### src/rtl/spi_responder.sv
// spi_responder: SPI mode-0 peripheral; oversamples {cs_n, sclk, mosi}, pulses received bytes, shifts out held bytes.
// Latency: pins to edge detect SYNC_STAGES+1 cycles; miso one cycle after that; rx_valid SYNC_STAGES+2 after 8th sclk rise.
// Backpressure: tx_ready low while a byte is held; no RX backpressure. `SPI_RESPONDER_FRAME_CNT_EN adds frame_cnt.
module spi_responder #(
    parameter int         SYNC_STAGES = 2,
    parameter logic [7:0] IDLE_BYTE   = 8'hFF
) (
    input  logic       clk,
    input  logic       rst,
    input  logic [2:0] spi_i,
    output logic       spi_o,
    input  logic [7:0] tx_data,
    input  logic       tx_valid,
    output logic       tx_ready,
    output logic [7:0] rx_data,
    output logic       rx_valid,
    output logic       underrun,
    output logic       busy
`ifdef SPI_RESPONDER_FRAME_CNT_EN
    ,
    output logic [7:0] frame_cnt
`endif
);

    typedef enum logic {
        IDLE  = 1'b0,
        SHIFT = 1'b1
    } state_e;

    // Synchronizer chain; cs_n resets low so a frame already in progress at
    // reset release never produces a cs_fall until cs_n has been seen high.
    logic [SYNC_STAGES-1:0][2:0] sync_q;
    logic [2:0]                  sync_last;
    logic                        cs_prev_q, sclk_prev_q, mosi_q;
    logic                        cs_fall_q, cs_rise_q, sclk_rise_q, sclk_fall_q;

    assign sync_last = sync_q[SYNC_STAGES-1];

    // Synchronize inputs and register edge detects (mosi kept aligned with them).
    always_ff @(posedge clk or negedge rst) begin
        if (!rst) begin
            sync_q      <= '0;
            cs_prev_q   <= 1'b0;
            sclk_prev_q <= 1'b0;
            mosi_q      <= 1'b0;
            cs_fall_q   <= 1'b0;
            cs_rise_q   <= 1'b0;
            sclk_rise_q <= 1'b0;
            sclk_fall_q <= 1'b0;
        end else begin
            sync_q      <= {sync_q[SYNC_STAGES-2:0], spi_i};
            cs_prev_q   <= sync_last[2];
            sclk_prev_q <= sync_last[1];
            mosi_q      <= sync_last[0];
            cs_fall_q   <= cs_prev_q & ~sync_last[2];
            cs_rise_q   <= ~cs_prev_q & sync_last[2];
            sclk_rise_q <= ~sclk_prev_q & sync_last[1];
            sclk_fall_q <= sclk_prev_q & ~sync_last[1];
        end
    end

    state_e     state_q, state_d;
    logic [2:0] bit_cnt_q, bit_cnt_d;
    logic [7:0] rx_shift_q, rx_shift_d;
    logic [7:0] tx_shift_q, tx_shift_d;
    logic [7:0] hold_q, hold_d;
    logic       hold_full_q, hold_full_d;
    logic [7:0] rx_data_q, rx_data_d;
    logic       rx_valid_q, rx_valid_d;
    logic       underrun_q, underrun_d;
    logic       spi_o_q, spi_o_d;
    logic       tx_load;

    // State and datapath registers.
    always_ff @(posedge clk or negedge rst) begin
        if (!rst) begin
            state_q     <= IDLE;
            bit_cnt_q   <= 3'd0;
            rx_shift_q  <= 8'h00;
            tx_shift_q  <= 8'h00;
            hold_q      <= 8'h00;
            hold_full_q <= 1'b0;
            rx_data_q   <= 8'h00;
            rx_valid_q  <= 1'b0;
            underrun_q  <= 1'b0;
            spi_o_q     <= 1'b1;
        end else begin
            state_q     <= state_d;
            bit_cnt_q   <= bit_cnt_d;
            rx_shift_q  <= rx_shift_d;
            tx_shift_q  <= tx_shift_d;
            hold_q      <= hold_d;
            hold_full_q <= hold_full_d;
            rx_data_q   <= rx_data_d;
            rx_valid_q  <= rx_valid_d;
            underrun_q  <= underrun_d;
            spi_o_q     <= spi_o_d;
        end
    end

    // Frame FSM, bit shifting, TX load and holding-register handshake.
    always_comb begin
        state_d     = state_q;
        bit_cnt_d   = bit_cnt_q;
        rx_shift_d  = rx_shift_q;
        tx_shift_d  = tx_shift_q;
        hold_d      = hold_q;
        hold_full_d = hold_full_q;
        rx_data_d   = rx_data_q;
        rx_valid_d  = 1'b0;
        underrun_d  = 1'b0;
        tx_load     = 1'b0;

        case (state_q)
            IDLE: begin
                if (cs_fall_q) begin
                    state_d   = SHIFT;
                    bit_cnt_d = 3'd0;
                    tx_load   = 1'b1;
                end
            end
            SHIFT: begin
                if (cs_rise_q) begin
                    // Abort or normal end: any partial byte is dropped.
                    state_d   = IDLE;
                    bit_cnt_d = 3'd0;
                end else begin
                    if (sclk_rise_q) begin
                        rx_shift_d = {rx_shift_q[6:0], mosi_q};
                        bit_cnt_d  = bit_cnt_q + 3'd1;
                        if (bit_cnt_q == 3'd7) begin
                            rx_data_d  = {rx_shift_q[6:0], mosi_q};
                            rx_valid_d = 1'b1;
                        end
                    end
                    if (sclk_fall_q) begin
                        if (bit_cnt_q == 3'd0) begin
                            tx_load = 1'b1;
                        end else begin
                            tx_shift_d = {tx_shift_q[6:0], 1'b0};
                        end
                    end
                end
            end
            default: state_d = IDLE;
        endcase

        // The load looks at the registered hold state, so a byte accepted in
        // the same cycle is kept for the following load.
        if (tx_load) begin
            if (hold_full_q) begin
                tx_shift_d  = hold_q;
                hold_full_d = 1'b0;
            end else begin
                tx_shift_d = IDLE_BYTE;
                underrun_d = 1'b1;
            end
        end

        if (tx_valid && !hold_full_q) begin
            hold_d      = tx_data;
            hold_full_d = 1'b1;
        end

        spi_o_d = (state_d == SHIFT) ? tx_shift_d[7] : 1'b1;
    end

    assign spi_o    = spi_o_q;
    assign tx_ready = ~hold_full_q;
    assign rx_data  = rx_data_q;
    assign rx_valid = rx_valid_q;
    assign underrun = underrun_q;
    assign busy     = (state_q == SHIFT);

`ifdef SPI_RESPONDER_FRAME_CNT_EN
    logic [7:0] frame_cnt_q;

    // Bytes received in the current/last frame, saturating; cleared at frame start.
    always_ff @(posedge clk or negedge rst) begin
        if (!rst) begin
            frame_cnt_q <= 8'h00;
        end else if (cs_fall_q) begin
            frame_cnt_q <= 8'h00;
        end else if (rx_valid_q && (frame_cnt_q != 8'hFF)) begin
            frame_cnt_q <= frame_cnt_q + 8'd1;
        end
    end

    assign frame_cnt = frame_cnt_q;
`endif

endmodule

### config.mk
export PLATFORM = sky130hd
export DESIGN_NAME = spi_responder
export DESIGN_NICKNAME = d
export VERILOG_FILES = /design/src/rtl/spi_responder.sv
export SDC_FILE = /design/constraint.sdc
export NUM_CORES = 1
export LEC_CHECK = 0
export BUFFER_PORTS_ARGS = -buffer_cell sky130_fd_sc_hd__buf_2
export CORE_MARGIN = 8
export CORE_UTILIZATION = 50
export CTS_BUF_LIST = sky130_fd_sc_hd__clkbuf_16
export DETAILED_ROUTE_END_ITERATION = 8
export HOLD_SLACK_MARGIN = 0.08
export PLACE_DENSITY = 0.73
export SETUP_SLACK_MARGIN = 0.5
export SYNTH_ARGS = -nofsm -noshare
export SYNTH_HDL_FRONTEND = slang
export SYNTH_SLANG_ARGS = --single-unit
### constraint.sdc
create_clock -name clk -period 1.6 [get_ports clk]
set_clock_uncertainty 0.15 [all_clocks]
set_input_delay 0.16 -clock clk [delete_from_list [all_inputs] [get_ports clk]]
set_output_delay 0.16 -clock clk [all_outputs]
set_load 0.005 [all_outputs]
==> key figures <==
Outcome
  – Status: complete, no violations

Clock network
  – CTS tree: done
  – Worst skew pair latency: 0.29 ns
  – CTS H-tree lvls: 2
  – Root Buffer Master: clkbuf_16
  – Number of CTS-inserted buffers: 5
  – Clk slew on worst S/H paths: around 0.060 ns
  – Clk sinks: 52
  – CTS Buffer Depth: 2

Setup path
  – Critical path class: flop to flop
  – CP startpoint kind: flop
  – Max incr delay on CP: approximately 0.36 ns
  – Cell Chain, Critical Path: inv_1 -> ha_2 -> nor2b_4 -> buf_6 -> or3_1 -> o21ai_2 -> a2bb2oi_2
  – Critical path endpoint category: flop
  – Critical path arrival: between 1.5 and 2 ns
  – CP Data Required Time: around 1.6 ns
  – Crit-path max FO: 5
  – CP max-delay cell: or3_1

Floorplanning
  – Core Rows: 23
  – Num ports: 27
  – Area of the die: between 0.006 and 0.007 mm2
  – Chip width: ~80 um
  – Initial core utilization: 51.3%
  – Core area: 0.00397 mm2
  – Die Ht: 79.8 um

Yosys
  – Netlist cell types: 30
  – Post-synth net total: between 150 and 200
  – YS warnings: 0
  – Post-synthesis sequential area ratio: between 60% and 70%
  – Syn Inst Count: between 100 and 150
  – Syn_area_per_cell: about 15 um2
  – #FFs+latches synth: 52
  – Synthesized area: between 0.002 and 0.0025 mm2

Detailed routing
  – First-pass iteration count of the detailed router: 3
  – Routed Antenna Nets: 0
  – Wirelength per Cell: 17.2 um
  – DRC viols: 0
  – Starting DRT DRC Count: 72
  – DR vias: 1312
  – DR vias/cell: 5.07
  – Detailed Route WL: ~4500 um

Timing
  – Final Critical Period: between 1.5 and 2 ns
  – Hold WS: 0.168 ns
  – Max frequency: approximately 630 MHz
  – RSZ-0062 raised after global routing: true
  – Slew @ Worst Pin: approximately 0.29 ns
  – Final setup viols: 0
  – Period Utilization, post-route: between 90 and 100%
  – Slew headroom: 80.8%
  – Max Slew Vio Count: 0
  – Hold violation count in the final report: 0

Global routing
  – Total Routing Usage GR: roughly 15%
  – Vias in the first global route: 1433
  – Overflow left after global routing: 0
  – Largest net degree at the start of global routing: 35
  – First-pass GRT wire length: between 7000 and 8000 um
  – Initial antenna violation count: 0

Finish
  – Most frequent cells in the layout: 50 x dfrtp_1, 23 x buf_2, 21 x mux2_4, 17 x buf_4, 13 x buf_6
  – Share of layout cells above drive strength 1: 57.4%
  – Final core utilization: 75.8%
  – Most common cell after layout, fill and taps aside: dfrtp_1
  – Ant diodes: 0
  – Layout Nets: about 230
  – P&R area growth vs syn: 47.8%

Pwr
  – Pwr/cell area: approximately 1400 mW/mm2
  – Total power: roughly 0.0042 W
  – Leakage: roughly 1.5 nW
  – Peak VDD IR: around 0.00079 V

Placed design
  – HPWL reported at the end of detailed placement: roughly 2600 um
  – Routability cong.: between 0.8 and 0.9
  – IO buf count: 26

Run
  – Max Cap Viol: 0

Worst hold path
  – Hold WC Path Type: input pin to async pin
## logic make-up after synthesis
| logic type | Yosys count | synth area share [%] |
|---|---|---|
| adder cells (fa/ha/maj) | 3 | 1.84 |
| multiplexers | 25 | 13.8 |
| AO/OA/AOI/OAI | 19 | 9.10 |
| AND/OR/NAND/NOR | 28 | 8.60 |
| flip-flops | 52 | 64.0 |
| buffers and inverters | 10 | 2.70 |
## path summary, 6_finish.rpt
path	startpoint	end	slack [ns]	cells past startpoint
setup / recovery	bit_cnt_q[0]	tx_shift_q[3]	0.0007	7
hold / removal	rst	hold_q[3]	0.17	2
setup reg to reg	bit_cnt_q[0]	tx_shift_q[3]	0.0007	7
hold reg to reg	sync_q[0]	sync_last[0]	0.20	0
max in group asynchronous	rst	rx_data[4]	0.67	3
min in group clk	sync_q[0]	sync_last[0]	0.20	0
## registers in the layout, indices dropped and copies added, names as in the netlist, 3 cells and up
register and count:
bit_cnt_q 3, sync_q 3, tx_shift_q 8, rx_data 8, sync_last 3, rx_shift_q 7
hold_q 8
## report_power, final
group,internal [W],switching (W)
registers,0.00163,0.000242
logic,0.000779,0.000424
clock network,0.000729,0.000446
## layer usage
metal | GRT usage, % | wire length, um | vias up
met1 | 18.8 | 1960 | 662
met4 | 5.45 | 66 | 0
met5 | 0 | 0 | -
met2 | 23.6 | 2220 | 21
li1 | - | - | 622
met3 | 4.39 | 212 | 7
## stage by stage
stage          cells  TNS (ns)  area, um2  setup WS, ns
3_5_place_dp     218     -1.03       2370       -0.0900
5_1_grt          259    -0.358       3010       -0.0702
4_1_cts          254         0       2920       0.00698
2_1_floorplan    137         0       2120        0.0217
6_report         259         0       3010      0.000721
3_3_place_gp     218    -0.456       2370       -0.0500
## cell usage after synthesis
cell type   n  area, um2
dfrtp_1    51       1280
mux2_2     23        259
o21ai_0     7       35.0
a2bb2oi_2   6       90.1
nor2b_1     6       37.5
or3_1       6       37.5
inv_1       5       18.8
nand2b_1    4       25.0
ha_1        3       37.5
nor2_1      3       11.3
a22o_1      2       17.5
buf_2       2       10.0
buf_4       2       15.0
a211oi_2    1       12.5
a21o_1      1       7.51
a21oi_4     1       16.3
and2b_1     1       7.51
and3b_1     1       8.76
buf_6       1       11.3
dfstp_2     1       26.3
mux2_1      1       11.3
mux2i_1     1       10.0
nand2_1     1       3.75
nand2_2     1       6.26
nand2b_4    1       13.8
nand3_1     1       5.00
nand3b_1    1       7.51
nor2_2      1       6.26
nor3_1      1       5.00
o22ai_1     1       6.26
## area by class of cell
type	instances	area [um2]
clock buffers	5	125
clock inverters	3	38.8
fillers	236	962
inverters	5	18.8
multi-input cells	76	903
flip-flops and latches	52	1300
well taps	50	62.6
repair buffers	68	557
## worst max-delay path, delay by kind of cell, from the launching register on
family	cells	cell delay, ns
compound gates	2	0.15
fa+ha+maj	1	0.16
buf+inv	2	0.18
flops	1	0.35
simple gates	2	0.49
## timing repair
action / 4_1_cts / 5_1_grt
hold buffers: 12 / 0
cloned: 2 / 0
gates resized for setup: 35 / 12
pin swaps: 11 / 7
buffers inserted: 14 / 5
endpoints found under the setup margin: 49 / 85
hold endpoints to repair: 63 / 0
(Power assumes the default switching activity.)
